## src/rtl/mips_bus_arbiter.sv

```systemverilog
// Two-master arbiter in front of a single memory slave port with
// waitrequest flow control. One transfer per grant; each grant passes
// through IDLE so the masters are re-arbitrated after every transfer.
//
// state | meaning
// IDLE  | no owner, slave port driven to zero, requests sampled for arbitration
// BUSY0 | m0 owns the slave port until completion, timeout or request drop
// BUSY1 | m1 owns the slave port until completion, timeout or request drop
module mips_bus_arbiter #(
    parameter int RR_MODE      = 1,
    parameter int WAIT_TIMEOUT = 64
) (
    input  logic        clk,
    input  logic        reset,
    input  logic [31:0] m0_address,
    input  logic        m0_read,
    input  logic        m0_write,
    input  logic [31:0] m0_writedata,
    input  logic [3:0]  m0_byteenable,
    output logic [31:0] m0_readdata,
    output logic        m0_waitrequest,
    input  logic [31:0] m1_address,
    input  logic        m1_read,
    input  logic        m1_write,
    input  logic [31:0] m1_writedata,
    input  logic [3:0]  m1_byteenable,
    output logic [31:0] m1_readdata,
    output logic        m1_waitrequest,
    output logic [31:0] s_address,
    output logic        s_read,
    output logic        s_write,
    output logic [31:0] s_writedata,
    output logic [3:0]  s_byteenable,
    input  logic [31:0] s_readdata,
    input  logic        s_waitrequest,
    output logic [1:0]  grant,
    output logic        timeout_err
);

    typedef enum logic [1:0] {
        IDLE  = 2'd0,
        BUSY0 = 2'd1,
        BUSY1 = 2'd2
    } state_t;

    // The abort fires on the cycle that would be the WAIT_TIMEOUT-th wait,
    // so compare against the count of waits already seen.
    localparam logic [7:0] TMO_LAST = 8'(WAIT_TIMEOUT - 1);

    state_t     state, state_nxt;
    logic       last_m1, last_m1_nxt;
    logic [7:0] wait_cnt, wait_cnt_nxt;
    logic       err_nxt;
    logic       req0, req1;
    logic       own_req, tmo, done;

    assign req0    = m0_read | m0_write;
    assign req1    = m1_read | m1_write;
    assign own_req = (state == BUSY1) ? req1 : req0;
    assign tmo     = (state != IDLE) && own_req && s_waitrequest && (wait_cnt == TMO_LAST);
    assign done    = (state != IDLE) && own_req && !s_waitrequest;

    // State, counter, fairness pointer and sticky error register
    always_ff @(posedge clk or negedge reset) begin
        if (!reset) begin
            state       <= IDLE;
            last_m1     <= 1'b1;
            wait_cnt    <= 8'd0;
            timeout_err <= 1'b0;
        end else begin
            state       <= state_nxt;
            last_m1     <= last_m1_nxt;
            wait_cnt    <= wait_cnt_nxt;
            timeout_err <= err_nxt;
        end
    end

    // Arbitration and transfer termination
    always_comb begin
        state_nxt    = state;
        last_m1_nxt  = last_m1;
        wait_cnt_nxt = wait_cnt;
        err_nxt      = timeout_err;
        case (state)
            IDLE: begin
                wait_cnt_nxt = 8'd0;
                if (req0 && req1) begin
                    // Round-robin hands a tie to whoever was not granted last
                    if ((RR_MODE != 0) && !last_m1) begin
                        state_nxt   = BUSY1;
                        last_m1_nxt = 1'b1;
                    end else begin
                        state_nxt   = BUSY0;
                        last_m1_nxt = 1'b0;
                    end
                end else if (req0) begin
                    state_nxt   = BUSY0;
                    last_m1_nxt = 1'b0;
                end else if (req1) begin
                    state_nxt   = BUSY1;
                    last_m1_nxt = 1'b1;
                end
            end
            BUSY0, BUSY1: begin
                if (!own_req || done || tmo) begin
                    state_nxt = IDLE;
                end else begin
                    wait_cnt_nxt = wait_cnt + 8'd1;
                end
                if (tmo) begin
                    err_nxt = 1'b1;
                end
            end
            default: state_nxt = IDLE;
        endcase
    end

    // Slave port mux and per-master handshake; non-owners stall while requesting
    always_comb begin
        s_address      = 32'd0;
        s_read         = 1'b0;
        s_write        = 1'b0;
        s_writedata    = 32'd0;
        s_byteenable   = 4'd0;
        grant          = 2'b00;
        m0_readdata    = 32'd0;
        m1_readdata    = 32'd0;
        m0_waitrequest = req0;
        m1_waitrequest = req1;
        case (state)
            BUSY0: begin
                grant          = 2'b01;
                s_address      = m0_address;
                s_writedata    = m0_writedata;
                s_byteenable   = m0_byteenable;
                s_write        = m0_write & ~tmo;
                s_read         = m0_read & ~m0_write & ~tmo;
                m0_waitrequest = req0 & s_waitrequest & ~tmo;
                m0_readdata    = done ? s_readdata : 32'd0;
            end
            BUSY1: begin
                grant          = 2'b10;
                s_address      = m1_address;
                s_writedata    = m1_writedata;
                s_byteenable   = m1_byteenable;
                s_write        = m1_write & ~tmo;
                s_read         = m1_read & ~m1_write & ~tmo;
                m1_waitrequest = req1 & s_waitrequest & ~tmo;
                m1_readdata    = done ? s_readdata : 32'd0;
            end
            default: ;
        endcase
    end

endmodule

```

## config.mk

```make
export PLATFORM = sky130hd
export DESIGN_NAME = mips_bus_arbiter
export DESIGN_NICKNAME = d
export VERILOG_FILES = /design/src/rtl/mips_bus_arbiter.sv
export SDC_FILE = /design/constraint.sdc
export NUM_CORES = 1
export LEC_CHECK = 0
export BUFFER_PORTS_ARGS = -buffer_cell sky130_fd_sc_hd__clkbuf_2
export CAP_MARGIN = 10
export CELL_PAD_IN_SITES_DETAIL_PLACEMENT = 1
export CELL_PAD_IN_SITES_GLOBAL_PLACEMENT = 1
export CORE_AREA = 2 2 120 122
export CTS_CLUSTER_DIAMETER = 200
export CTS_CLUSTER_SIZE = 12
export DETAILED_ROUTE_END_ITERATION = 10
export DIE_AREA = 0 0 122 124
export GPL_TIMING_DRIVEN = 0
export PLACE_DENSITY_LB_ADDON = 0.3
export RECOVER_POWER = 100
export SETUP_SLACK_MARGIN = 0.3
export SYNTH_ARGS = -nofsm -noshare
export SYNTH_HDL_FRONTEND = slang
export SYNTH_SLANG_ARGS = --single-unit
```

## constraint.sdc

```tcl
create_clock -name clk -period 5.4 [get_ports clk]
set_input_delay 0.81 -clock clk [delete_from_list [all_inputs] [get_ports clk]]
set_output_delay 0.81 -clock clk [all_outputs]
set_load 0.1 [all_outputs]
```

== Yosys cells after proc, flatten, opt, wreduce, memory -nomap -nowiden ==
Index checks and enable logic that the tools add are counted.
Cells by class
  $add $sub $neg: 1
  eq/ne operators: 6
  mux-type cells: 24
  bitwise gates (word level): 15
  reduce and logical (&&, ||, !) cells: 18
Operator list (number)
  one-hot mux 32 bit (2 select lines): 2
  two-way mux 32 bit: 3
  one-hot mux 8 bit (2 select lines): 1
  bitwise AND 1 bit: 10
  two-way mux 2 bit: 5
  adder 8 x 1 -> 8 bit, second input constant: 1
  equality test 8 x 6 -> 1 bit, second input constant: 1
  two-way mux 8 bit: 1
  one-hot mux 2 bit (2 select lines): 2
  one-hot mux 4 bit (2 select lines): 1
  AND reduction 2 bit: 4
  two-way mux 1 bit: 7
  logical AND 1 bit: 5
  inequality test 2 bit, second input constant: 2
  inequality test 4 bit, second input constant: 1
  one-hot mux 1 bit (2 select lines): 2
  nonzero test 2 bit: 2
  inverter 1 bit: 3
  nonzero test 3 bit: 1
  equality test 2 x 1 -> 1 bit, second input constant: 1
  equality test 2 bit, second input constant: 1
  logical NOT 1 bit: 2
  logical NOT 2 bit: 1
  logical OR 1 bit: 2
  other kinds (2): 3
Word-level totals
  register bits: 12
  input bits: 175
  output and inout port bits: 139
  word-level logic and storage cells: 68

== Longest topological paths before layout ==
Gate-level depths: netlist (run 1).
  word-level depth: 8
  gate-level depth with buffers: 8
  mapped depth without buffers: 6

== Worst setup path after synthesis (run 1) ==
No wires, ideal clock.
  kind: reg-to-output
  start point: reg state[0]
  end point: out s_writedata[22]
  arrival: 3.428 ns
  required time: 4.590 ns
  setup slack: 1.162 ns
  stages on the path, launching flop included: 7
  path through: dfrtp_1 inv_1 ha_1 clkbuf_1 clkbuf_1 a22oi_1 nor2b_1
Between the ends
  word-level cells in the longest chain between the ends: 2
  elaborated cells on any way between the ends: 3
RTL lines
  from (decl): line 50  | state_t state, state_nxt;
  from (signal assigned): line 71  | state <= state_nxt;
  equality test 2 bit / equality test 2 x 1 -> 1 bit (equally long branches): line 130  | case (state)
  one-hot mux 32 bit (2 select lines) *: line 130
  to (decl): line 32  | output logic [31:0] s_writedata,
Mark *: on every way between the ends. The rest lies on a longest branch, timed or not.

== Worst setup path after layout (run 1) ==
  start point: reg state[0]
  end point: out s_writedata[6]
Same word-level chain as after synthesis.

==> results of run 1 <==
-- worst paths after layout --
check                            start             end  depth (start not counted)
hold reg to reg            timeout_err     timeout_err                          1
setup reg to reg              state[0]     wait_cnt[6]                          7
hold / removal             timeout_err     timeout_err                          1
min in group asynchronous        reset     timeout_err                          1
max in group asynchronous        reset        state[0]                          1
setup / recovery              state[0]  s_writedata[6]                          7
-- area by class of cell --
type,count,area share [%]
buffer,34,3.31
clock buffer,4,1.93
inverter,4,0.368
multi-input combinational,287,47.4
sequential,12,7.39
tap,180,5.52
timing repair buffer,313,34.1
-- logic make-up (layout without fill, tap and decap cells) --
logic type / after synthesis / after routing / share of synthesized area, %
AO/OA/AOI/OAI: 98 / 98 / 30.2
adder cells (fa/ha/maj): 5 / 5 / 2.60
buffers and inverters: 38 / 355 / 6.41
flip-flops: 12 / 12 / 12.6
multiplexers: 2 / 2 / 0.885
AND/OR/NAND/NOR: 182 / 182 / 47.4
-- flip-flops by register name, indices dropped and copies added (netlist names) --
| register | count |
|---|---|
| last_m1 | 1 |
| state | 2 |
| timeout_err | 1 |
| wait_cnt | 8 |
-- metrics by stage --
step	power [mW]	area, µm²	utilization (%)	hold slack (ns)	setup WS [ns]
after detailed placement	2.85	4190	30.6	0.474	1.84
after floorplan	2.31	2400	-	0.486	1.16
after CTS	3.00	4270	31.1	0.473	1.57
after global routing	3.07	4080	29.7	0.515	0.929
after global placement	2.82	4190	30.6	0.455	1.88
final	2.92	4080	29.7	0.484	1.21
-- synthesized netlist by cell type, types with 2 or more instances --
library cell,n,area [µm²]
and3_1,7,43.8
o21ai_0,2,10.0
nor3b_1,2,15.0
o22ai_1,2,12.5
a22oi_1,68,510
nor2b_1,68,425
a21oi_1,7,35.0
dfrtp_1,11,275
nor3_2,2,20.0
nor2_1,8,30.0
nor3_1,2,10.0
o211ai_1,3,22.5
buf_2,6,30.0
inv_1,4,15.0
a211oi_1,3,22.5
a211o_1,2,17.5
nand4b_1,2,17.5
clkbuf_1,26,97.6
and2_1,65,407
o31ai_1,2,15.0
a32oi_1,2,17.5
ha_1,5,62.6
nand3_1,4,20.0
nand2_1,13,48.8
-- power groups by stage --
stage               combinational, mW  sequential (mW)  clock [mW]
finish                           2.65            0.127       0.142
global route                     2.79            0.130       0.151
CTS                              2.73            0.127       0.144
detailed placement               2.72            0.128           0
global placement                 2.70            0.126           0
floorplan                        2.19            0.122           0
-- layer usage --
layer / vias up / share of wire (%) / track usage, %
met5: - / 0 / 0
met4: 0 / 1.6 / 3.23
met3: 14 / 9.6 / 6.78
met2: 144 / 48 / 31.1
met1: 1764 / 41 / 23.2
li1: 1844 / - / -
-- worst reg2reg max path: stages (launching register included) --
cell	delay, ns
dfrtp_1	0.40
inv_1	0.12
ha_1	0.15
clkbuf_1	0.39
nor2_1	0.20
nor4b_1	0.83
a21oi_1	0.17
a211o_1	0.30
==> impl_results.md, run 1 <==
- EDFF count, synth: 0
- PD cells: 715 nW/µm²
- Fillers: 1850
- Async set or reset register ratio after synthesis: 100%
- CP Class: reg -> out
- First-pass DRT Iterations: 6
- # DRC: 0
- Max Clk Rate: 238 MHz
- Vias in the first global route: 3658
- CTS tree: built
- Critical Path RT: 4.59 ns
- Mean Syn Cell Area: 7.13 µm²
- Reg2Reg Setup Slack: 2.73 ns
- Final WL: 15900 µm
- Port bufs: 313
- Clock slew at reported path FFs: 0.05 ns
- Data arrival, critical path: 3.38 ns
- Hold/Removal Path Class: reg -> reg
- Post-CTS Setup Bufs: 0
- DIE HEIGHT: 124 µm
- Routed vias: 3766
- Most frequent cells in the layout: clkbuf_2, clkbuf_1, a22oi_1, nor2b_1, and2_1
- Worst-case clock buffer depth: 2
- Leak: 1.78 nW
- Largest net degree at the start of global routing: 13
- Yosys reg bits: 12
- CTS resizes: 0
- # IOs: 314
- Most used cell, CP: clkbuf_1
- Critical Path Sink Type: output pin
- GRT Resource Usage Total: 18.6%
- Num CTS Buffers: 3
- Dpl cells: 830
- Clock Sink Count: 12
- Clock Skew: 0.00669 ns
- Cell area after synthesis: 2400 µm²
- DP HPWL: 13800 µm
- CTS Root Cell: clkbuf_16
- Most common cell after layout, fill and taps aside: clkbuf_2
- Area Growth Syn to Fin: 69.8%
- Net Count, Synth: 517
- CP bufs+invs: 5
- Share of layout cells above drive strength 1: 28.7%
- ANT cells: 0
- Kind of cell adding the most delay to the critical path: buffers and inverters
- Crit start category: flip-flop
- Row Count: 43
- Critical-path top delay cell: clkbuf_1
- Die ar.: 15100 µm²
- Post-Route Setup TNS: 0 ns
- DRT antenna net count: 0
- Initial antenna violation count: 0
- Top_reg_cell synth: dfrtp_1
- Cell-by-cell trace of the critical path: inv_1, ha_1, clkbuf_1, clkbuf_1, clkbuf_1, nor2b_1, clkbuf_1
- Vias per inst: 4.52
- Worst-margin pin slew: 1.35 ns
- Routed WL per cell: 19.0 µm
- Post-Synthesis Cells: 337
- Final hold violations: 0
- Multi-input gate area: 1930 µm²
- Unrepaired setup endpoints after global routing: false
- Hold_buf cts: 0
- H-tree lvl count: 1
- Final Wtd Congestion: 0.855
- NumNets Final: 835
- Sw Pwr: 2.23 mW
- Yosys cell types: 45
- Cell Int Power: 0.682 mW
- Congestion Overflow GR: 0
- Core footprint: 13700 µm²
- First-pass GRT wire length: 21500 µm
- Starting Density: 17.5%
- Period Utilization, post-route: 77.7%
- Sequential fraction of the synthesis area: 12.6%
- Die width: 122 µm
- Max incr delay on CP: 1.00 ns
- Clk Latency, worst-skew pair: 0.24 ns
- Seq pwr share: 4.4%
- Final non-filler cell total: 834
- Clock power frac: 4.9%
- MaxCap Viol Count: 0
- Iter 0 DRT Violations: 193
- Synthesis warning total: 0
- Max-slew violations: 0
- Logic pwr share: 90.8%
- Final setup vio count: 0
- Sequential Area: 302 µm²
- Slew HR: 10.4%
- Status: complete, no violations
- Post-layout min period: 4.19 ns
- CP max FO: 10
- Max VDD drop: 168 µV
- Switch share: 76.6%
Note: power is estimated with default switching activity, not from simulation.
==> run 2, diff against run 1 <==
--- a/config.mk
+++ b/config.mk
@@ -9,11 +9,12 @@
 export CAP_MARGIN = 10
 export CELL_PAD_IN_SITES_DETAIL_PLACEMENT = 1
 export CELL_PAD_IN_SITES_GLOBAL_PLACEMENT = 1
-export CORE_AREA = 2 2 120 122
+export CORE_ASPECT_RATIO = 1.2
+export CORE_MARGIN = 2
+export CORE_UTILIZATION = 17
 export CTS_CLUSTER_DIAMETER = 200
 export CTS_CLUSTER_SIZE = 12
 export DETAILED_ROUTE_END_ITERATION = 10
-export DIE_AREA = 0 0 122 124
 export GPL_TIMING_DRIVEN = 0
 export PLACE_DENSITY_LB_ADDON = 0.3
 export RECOVER_POWER = 100
==> constraint.sdc (replaced) <==
create_clock -name clk -period 3.8 [get_ports clk]
set_input_delay 0.57 -clock clk [delete_from_list [all_inputs] [get_ports clk]]
set_output_delay 0.57 -clock clk [all_outputs]
set_load 0.1 [all_outputs]
==> impl_results.md, run 2 (synthesis gave the netlist of run 1 again) <==
- Clock Sink Count: 12 (unchanged)
- First-pass GRT wire length: 22200 µm (was 21500 µm)
- Clock Skew: 0.00212 ns (was 0.00669 ns)
- Crit start category: flip-flop (unchanged)
- Most used cell, CP: clkbuf_1 (unchanged)
- Slew HR: 20.5% (was 10.4%)
- Num CTS Buffers: 3 (unchanged)
- Most common cell after layout, fill and taps aside: clkbuf_2 (unchanged)
- GRT Resource Usage Total: 18.3% (was 18.6%)
- # DRC: 0 (unchanged)
- Leak: 2.22 nW (was 1.78 nW)
- Port bufs: 313 (unchanged)
- PD cells: 987 nW/µm² (was 715 nW/µm²)
- Met2 global-route usage: 33.1% (was 31.1%)
- Cell-by-cell trace of the critical path: inv_1, ha_1, clkbuf_1, nor2_1, nand2_1, nor2_2, and2_1, clkbuf_1 (was inv_1, ha_1, clkbuf_1, clkbuf_1, clkbuf_1, nor2b_1, clkbuf_1)
- Hold/Removal Path Class: in -> async (was reg -> reg)
- CP Class: reg -> out (unchanged)
- Design area: 4330 µm² (was 4080 µm²)
- CTS Root Cell: clkbuf_16 (unchanged)
- Largest register FFs: 8 (unchanged)
- # IOs: 314 (unchanged)
- Status: complete, no violations (unchanged)
- Met3 Usage GRT: 3.62% (was 6.78%)
- Routed WL per cell: 18.0 µm (was 19.0 µm)
- Core footprint: 13800 µm² (was 13700 µm²)
- CP max FO: 10 (unchanged)
- MaxCap Viol Count: 0 (unchanged)
- DRT antenna net count: 0 (unchanged)
- Post-CTS Setup Bufs: 0 (unchanged)
- Vias per inst: 4.67 (was 4.52)
- Share of layout cells above drive strength 1: 54.0% (was 28.7%)
- Setup WS pre-CTS: 0.357 ns (was 1.84 ns)
- Worst-case clock buffer depth: 2 (unchanged)
- Iter 0 DRT Violations: 102 (was 193)
- H-tree lvl count: 1 (unchanged)
- Starting Density: 17.4% (was 17.5%)
- Congestion Overflow GR: 0 (unchanged)
- Clock slew at reported path FFs: 0.05 ns (about the same)
- Reg with most FFs: wait_cnt (unchanged)
- Grt peak-use layer: met2 (unchanged)
- Fin Hold WS: 0.371 ns (was 0.484 ns)
- ANT cells: 0 (unchanged)
- Critical Path Sink Type: output pin (unchanged)
- Clk Latency, worst-skew pair: 0.24 ns (about the same)
- Most frequent cells in the layout: clkbuf_2, a22oi_1, clkbuf_1 (was clkbuf_2, clkbuf_1, a22oi_1, nor2b_1, and2_1)
- Final hold violations: 0 (unchanged)
- Routed vias: 3856 (was 3766)
- Placed instance area: 4360 µm² (was 4190 µm²)
- CTS tree: built (unchanged)
- Largest net degree at the start of global routing: 13 (unchanged)
- Die ar.: 15100 µm² (about the same)
- Unrepaired setup endpoints after global routing: false (unchanged)
- Die width: 113 µm (was 122 µm)
- CTS resizes: 2 (was 0)
- Row Count: 47 (was 43)
- Vias in the first global route: 4087 (was 3658)
- Post-Route Setup TNS: 0 ns (unchanged)
- Critical Path RT: 3.23 ns (was 4.59 ns)
- Final non-filler cell total: 825 (was 834)
- NumNets Final: 835 (unchanged)
- Dpl cells: 821 (was 830)
- Final setup vio count: 0 (unchanged)
- Met1 GRT Util: 21.8% (was 23.2%)
- Initial antenna violation count: 0 (unchanged)
- Max VDD drop: 506 µV (was 168 µV)
- Final Wtd Congestion: 0.862 (was 0.855)
- Fillers: 1833 (was 1850)
- Period Utilization, post-route: 89.3%
- Post-layout min period: 3.39 ns
- DIE HEIGHT: 134 µm (was 124 µm)
- DP HPWL: 12600 µm (was 13800 µm)
- Max Clk Rate: 295 MHz
- Max-slew violations: 0 (unchanged)
- Hold_buf cts: 0 (unchanged)
- Data arrival, critical path: 2.82 ns (was 3.38 ns)
- Final WL: 14800 µm (was 15900 µm)
- Max incr delay on CP: 0.86 ns (was 1.00 ns)
- Final WS setup: 0.405 ns (was 1.21 ns)
- First-pass DRT Iterations: 4 (was 6)
- Critical-path top delay cell: clkbuf_1 (unchanged)
- Worst-margin pin slew: 1.20 ns (was 1.35 ns)
- Top Registers: wait_cnt x8, state x2 (unchanged)
- Area Growth Syn to Fin: 80.4% (was 69.8%)
run 2: per-layer routing:
| metal | up-vias | wire length (µm) |
|---|---|---|
| met1 | 1813 | 5680 |
| met4 | 0 | 395 |
| met3 | 30 | 984 |
| met5 | - | 0 |
| li1 | 1851 | - |
| met2 | 162 | 7780 |
run 2: per-stage QoR:
stage                     util (%)  power [mW]
after floorplan                  -        3.44
after global placement        31.6        4.13
after detailed placement      31.6        4.19
after CTS                     32.2        4.42
after global routing          31.4        4.49
final                         31.4        4.28
run 2: final cells by class:
| class | instances | area [µm²] | share of cell area [%] |
|---|---|---|---|
| Buffer | 34 | 135 | 3.12 |
| Clock buffer | 4 | 88.8 | 2.05 |
| Inverter | 4 | 15.0 | 0.346 |
| Multi-Input combinational cell | 287 | 2030 | 46.9 |
| Sequential cell | 12 | 302 | 6.96 |
| Tap cell | 171 | 214 | 4.94 |
| Timing Repair Buffer | 313 | 1550 | 35.7 |
run 2: worst paths after layout:
| check | to | depth (start not counted) | start | slack [ns] |
|---|---|---|---|---|
| min | timeout_err | 1 | reset | 0.37 |
| max reg2reg | state[0] | 7 | state[1] | 1.02 |
| min reg2reg | timeout_err | 1 | timeout_err | 0.47 |
| max in group asynchronous | wait_cnt[1] | 1 | reset | 2.96 |
| max | m1_readdata[31] | 8 | state[0] | 0.41 |
| min in group clk | timeout_err | 1 | timeout_err | 0.47 |
run 2: where the power goes:
part | internal [mW] | leakage, nW | total [mW] | switching [mW]
Clock | 0.159 | 0.0442 | 0.217 | 0.0578
Combinational | 0.789 | 2.01 | 3.88 | 3.09
Sequential | 0.156 | 0.160 | 0.181 | 0.0251
Total | 1.10 | 2.22 | 4.28 | 3.18
run 2: worst max-delay path, delay by kind of cell, from the launching register on:
family | cells | cell delay, ns
DFF | 1 | 0.37
buffers and inverters | 3 | 1.19
and+or+nand+nor | 4 | 0.83
adders and majority gates | 1 | 0.19
==> run 3, diff against run 2 <==
--- a/config.mk
+++ b/config.mk
@@ -5,16 +5,15 @@
 export SDC_FILE = /design/constraint.sdc
 export NUM_CORES = 1
 export LEC_CHECK = 0
-export BUFFER_PORTS_ARGS = -buffer_cell sky130_fd_sc_hd__clkbuf_2
-export CAP_MARGIN = 10
+export CAP_MARGIN = 25
 export CELL_PAD_IN_SITES_DETAIL_PLACEMENT = 1
 export CELL_PAD_IN_SITES_GLOBAL_PLACEMENT = 1
-export CORE_ASPECT_RATIO = 1.2
-export CORE_MARGIN = 2
-export CORE_UTILIZATION = 17
+export CORE_AREA = 2 2 122 124
 export CTS_CLUSTER_DIAMETER = 200
 export CTS_CLUSTER_SIZE = 12
 export DETAILED_ROUTE_END_ITERATION = 10
+export DIE_AREA = 0 0 124 126
+export DONT_BUFFER_PORTS = 1
 export GPL_TIMING_DRIVEN = 0
 export PLACE_DENSITY_LB_ADDON = 0.3
 export RECOVER_POWER = 100
==> impl_results.md, run 3 (synthesis gave the netlist of run 1 again) <==
- Final hold violations: 0 (unchanged)
- Clock Sink Count: 12 (unchanged)
- Max Clk Rate: 292 MHz (was 295 MHz)
- Cell-by-cell trace of the critical path: inv_1, ha_1, clkbuf_1, nor2_1, and3_1, buf_2, and2_1 (was inv_1, ha_1, clkbuf_1, nor2_1, nand2_1, nor2_2, and2_1, clkbuf_1)
- Top Registers: wait_cnt x8, state x2 (unchanged)
- First-pass DRT Iterations: 4 (unchanged)
- Vias in the first global route: 2921 (was 4087)
- CP Class: reg -> out (unchanged)
- Final setup vio count: 0 (unchanged)
- Vias per inst: 5.18 (was 4.67)
- Status: complete, no violations (unchanged)
- Most frequent cells in the layout: a22oi_1, nor2b_4, and2_2 (was clkbuf_2, a22oi_1, clkbuf_1)
- Row Count: 44 (was 47)
- H-tree lvl count: 1 (unchanged)
- Max incr delay on CP: 0.80 ns (was 0.86 ns)
- Final Wtd Congestion: 0.835 (was 0.862)
- Data arrival, critical path: 2.85 ns (was 2.82 ns)
- MaxCap Viol Count: 0 (unchanged)
- Post-CTS Setup Bufs: 0 (unchanged)
- ANT cells: 0 (unchanged)
- Num CTS Buffers: 3 (unchanged)
- NumNets Final: 534 (was 835)
- Final WS setup: 0.380 ns (was 0.405 ns)
- Max VDD drop: 550 µV (was 506 µV)
- Reg with most FFs: wait_cnt (unchanged)
- GRT Resource Usage Total: 15.1% (was 18.3%)
- CTS Root Cell: clkbuf_16 (unchanged)
- Share of layout cells above drive strength 1: 43.3% (was 54.0%)
- Starting Density: 16.8% (was 17.4%)
- DIE HEIGHT: 126 µm (was 134 µm)
- Worst-margin pin slew: 1.03 ns (was 1.20 ns)
- Initial antenna violation count: 0 (unchanged)
- CTS tree: built (unchanged)
- DRT antenna net count: 0 (unchanged)
- Die ar.: 15600 µm² (was 15100 µm²)
- Congestion Overflow GR: 0 (unchanged)
- Setup WS pre-CTS: -0.128 ns (was 0.357 ns)
- CP max FO: 10 (unchanged)
- Iter 0 DRT Violations: 136 (was 102)
- Largest net degree at the start of global routing: 13 (unchanged)
- Max-slew violations: 0 (unchanged)
- Post-Route Setup TNS: 0 ns (unchanged)
- # IOs: 314 (unchanged)
- Crit start category: flip-flop (unchanged)
- Critical Path RT: 3.23 ns (about the same)
- Largest register FFs: 8 (unchanged)
- Unrepaired setup endpoints after global routing: false (unchanged)
- PD cells: 1310 nW/µm² (was 987 nW/µm²)
- Slew HR: 31.7% (was 20.5%)
- First-pass GRT wire length: 18100 µm (was 22200 µm)
- Hold_buf cts: 0 (unchanged)
- Clk Latency, worst-skew pair: 0.25 ns (was 0.24 ns)
- Core footprint: 14300 µm² (was 13800 µm²)
- Port bufs: 0 (was 313)
- # DRC: 0 (unchanged)
- Clock slew at reported path FFs: 0.05 ns (about the same)
- Final WL: 12800 µm (was 14800 µm)
- Area Growth Syn to Fin: 47.7% (was 80.4%)
- Most common cell after layout, fill and taps aside: a22oi_1 (was clkbuf_2)
- Critical Path Sink Type: output pin (unchanged)
- Hold/Removal Path Class: in -> async (unchanged)
- Post-layout min period: 3.42 ns (was 3.39 ns)
- Critical-path top delay cell: and2_1 (was clkbuf_1)
- Period Utilization, post-route: 90.0% (was 89.3%)
- Clock Skew: 0.00956 ns (was 0.00212 ns)
- Routed vias: 2781 (was 3856)
- Routed WL per cell: 23.9 µm (was 18.0 µm)
- Leak: 1.33 nW (was 2.22 nW)
- Die width: 124 µm (was 113 µm)
- Worst-case clock buffer depth: 2 (unchanged)
- DP HPWL: 10400 µm (was 12600 µm)
[run 3: changes by cell type in the layout (fill, tap and decap cells not counted), moves of 2 or more]
cell      before  now
clkbuf_1      41   15
and2_1        40   17
buf_2          3    5
clkbuf_2     302   12
nor2b_4        0   60
and2_2         0   47
nor2b_1       33    3
and2_0        25    1
buf_16         0   11
nor2b_2       35    5
clkbuf_4       0    2
[run 3: layer usage]
| layer | wire length [µm] | up-vias | GRT usage [%] |
|---|---|---|---|
| li1 | - | 1243 | - |
| met1 | 5220 | 1388 | 19.4 |
| met2 | 6840 | 142 | 27.3 |
| met3 | 692 | 8 | 2.13 |
| met4 | 65 | 0 | 1.45 |
| met5 | 0 | - | 0 |
[run 3: per-stage QoR]
stage               area, µm²  hold slack (ns)  power, mW  utilization (%)  cells
floorplan                2580            0.274       3.44                -    337
global placement         2810            0.275       3.81             19.6    521
detailed placement       3120            0.275       4.07             21.8    533
CTS                      3570          0.00684       4.69             24.9    537
global route             3550          0.00406       4.84             24.8    537
finish                   3550          0.00896       4.65             24.8    537
[run 3: report_power, final]
part           total [mW]  leakage (nW)  switching, mW  internal [mW]
clock network       0.208        0.0382         0.0663          0.142
logic                4.26          1.13           3.17           1.09
registers           0.180         0.160         0.0238          0.156
total                4.65          1.33           3.26           1.38
[run 3: final cells by class]
class / count / area (µm²)
buffer: 34 / 156
clock buffer: 4 / 78.8
fill: 1685 / 10800
inverter: 4 / 15.0
multi-input combinational: 287 / 2460
sequential: 12 / 302
tap: 184 / 230
timing repair buffer: 12 / 307
[run 3: worst paths after layout]
kind                                   endpoint  slack (ns)  cells after the start          start
max in group asynchronous               last_m1        3.61                      0          reset
worst max-delay path            m0_readdata[29]        0.38                      7       state[0]
worst min register to register          last_m1        0.53                      2        last_m1
min in group clk                    timeout_err        0.49                      1  s_waitrequest
worst max register to register      wait_cnt[4]        1.13                      7       state[1]
worst min-delay path                   state[0]       0.009                      0          reset
[run 3: repair_timing]
action	CTS	global route
pin swaps	0	0
endpoints found under the setup margin	103	126
gates resized for setup	117	68
[run 3: worst max-delay path: cells and delay by family, from the launching register on]
kind | cells | cell delay (ns)
buf+inv | 3 | 0.60
fa+ha+maj | 1 | 0.19
simple gates | 3 | 1.43
flops | 1 | 0.37
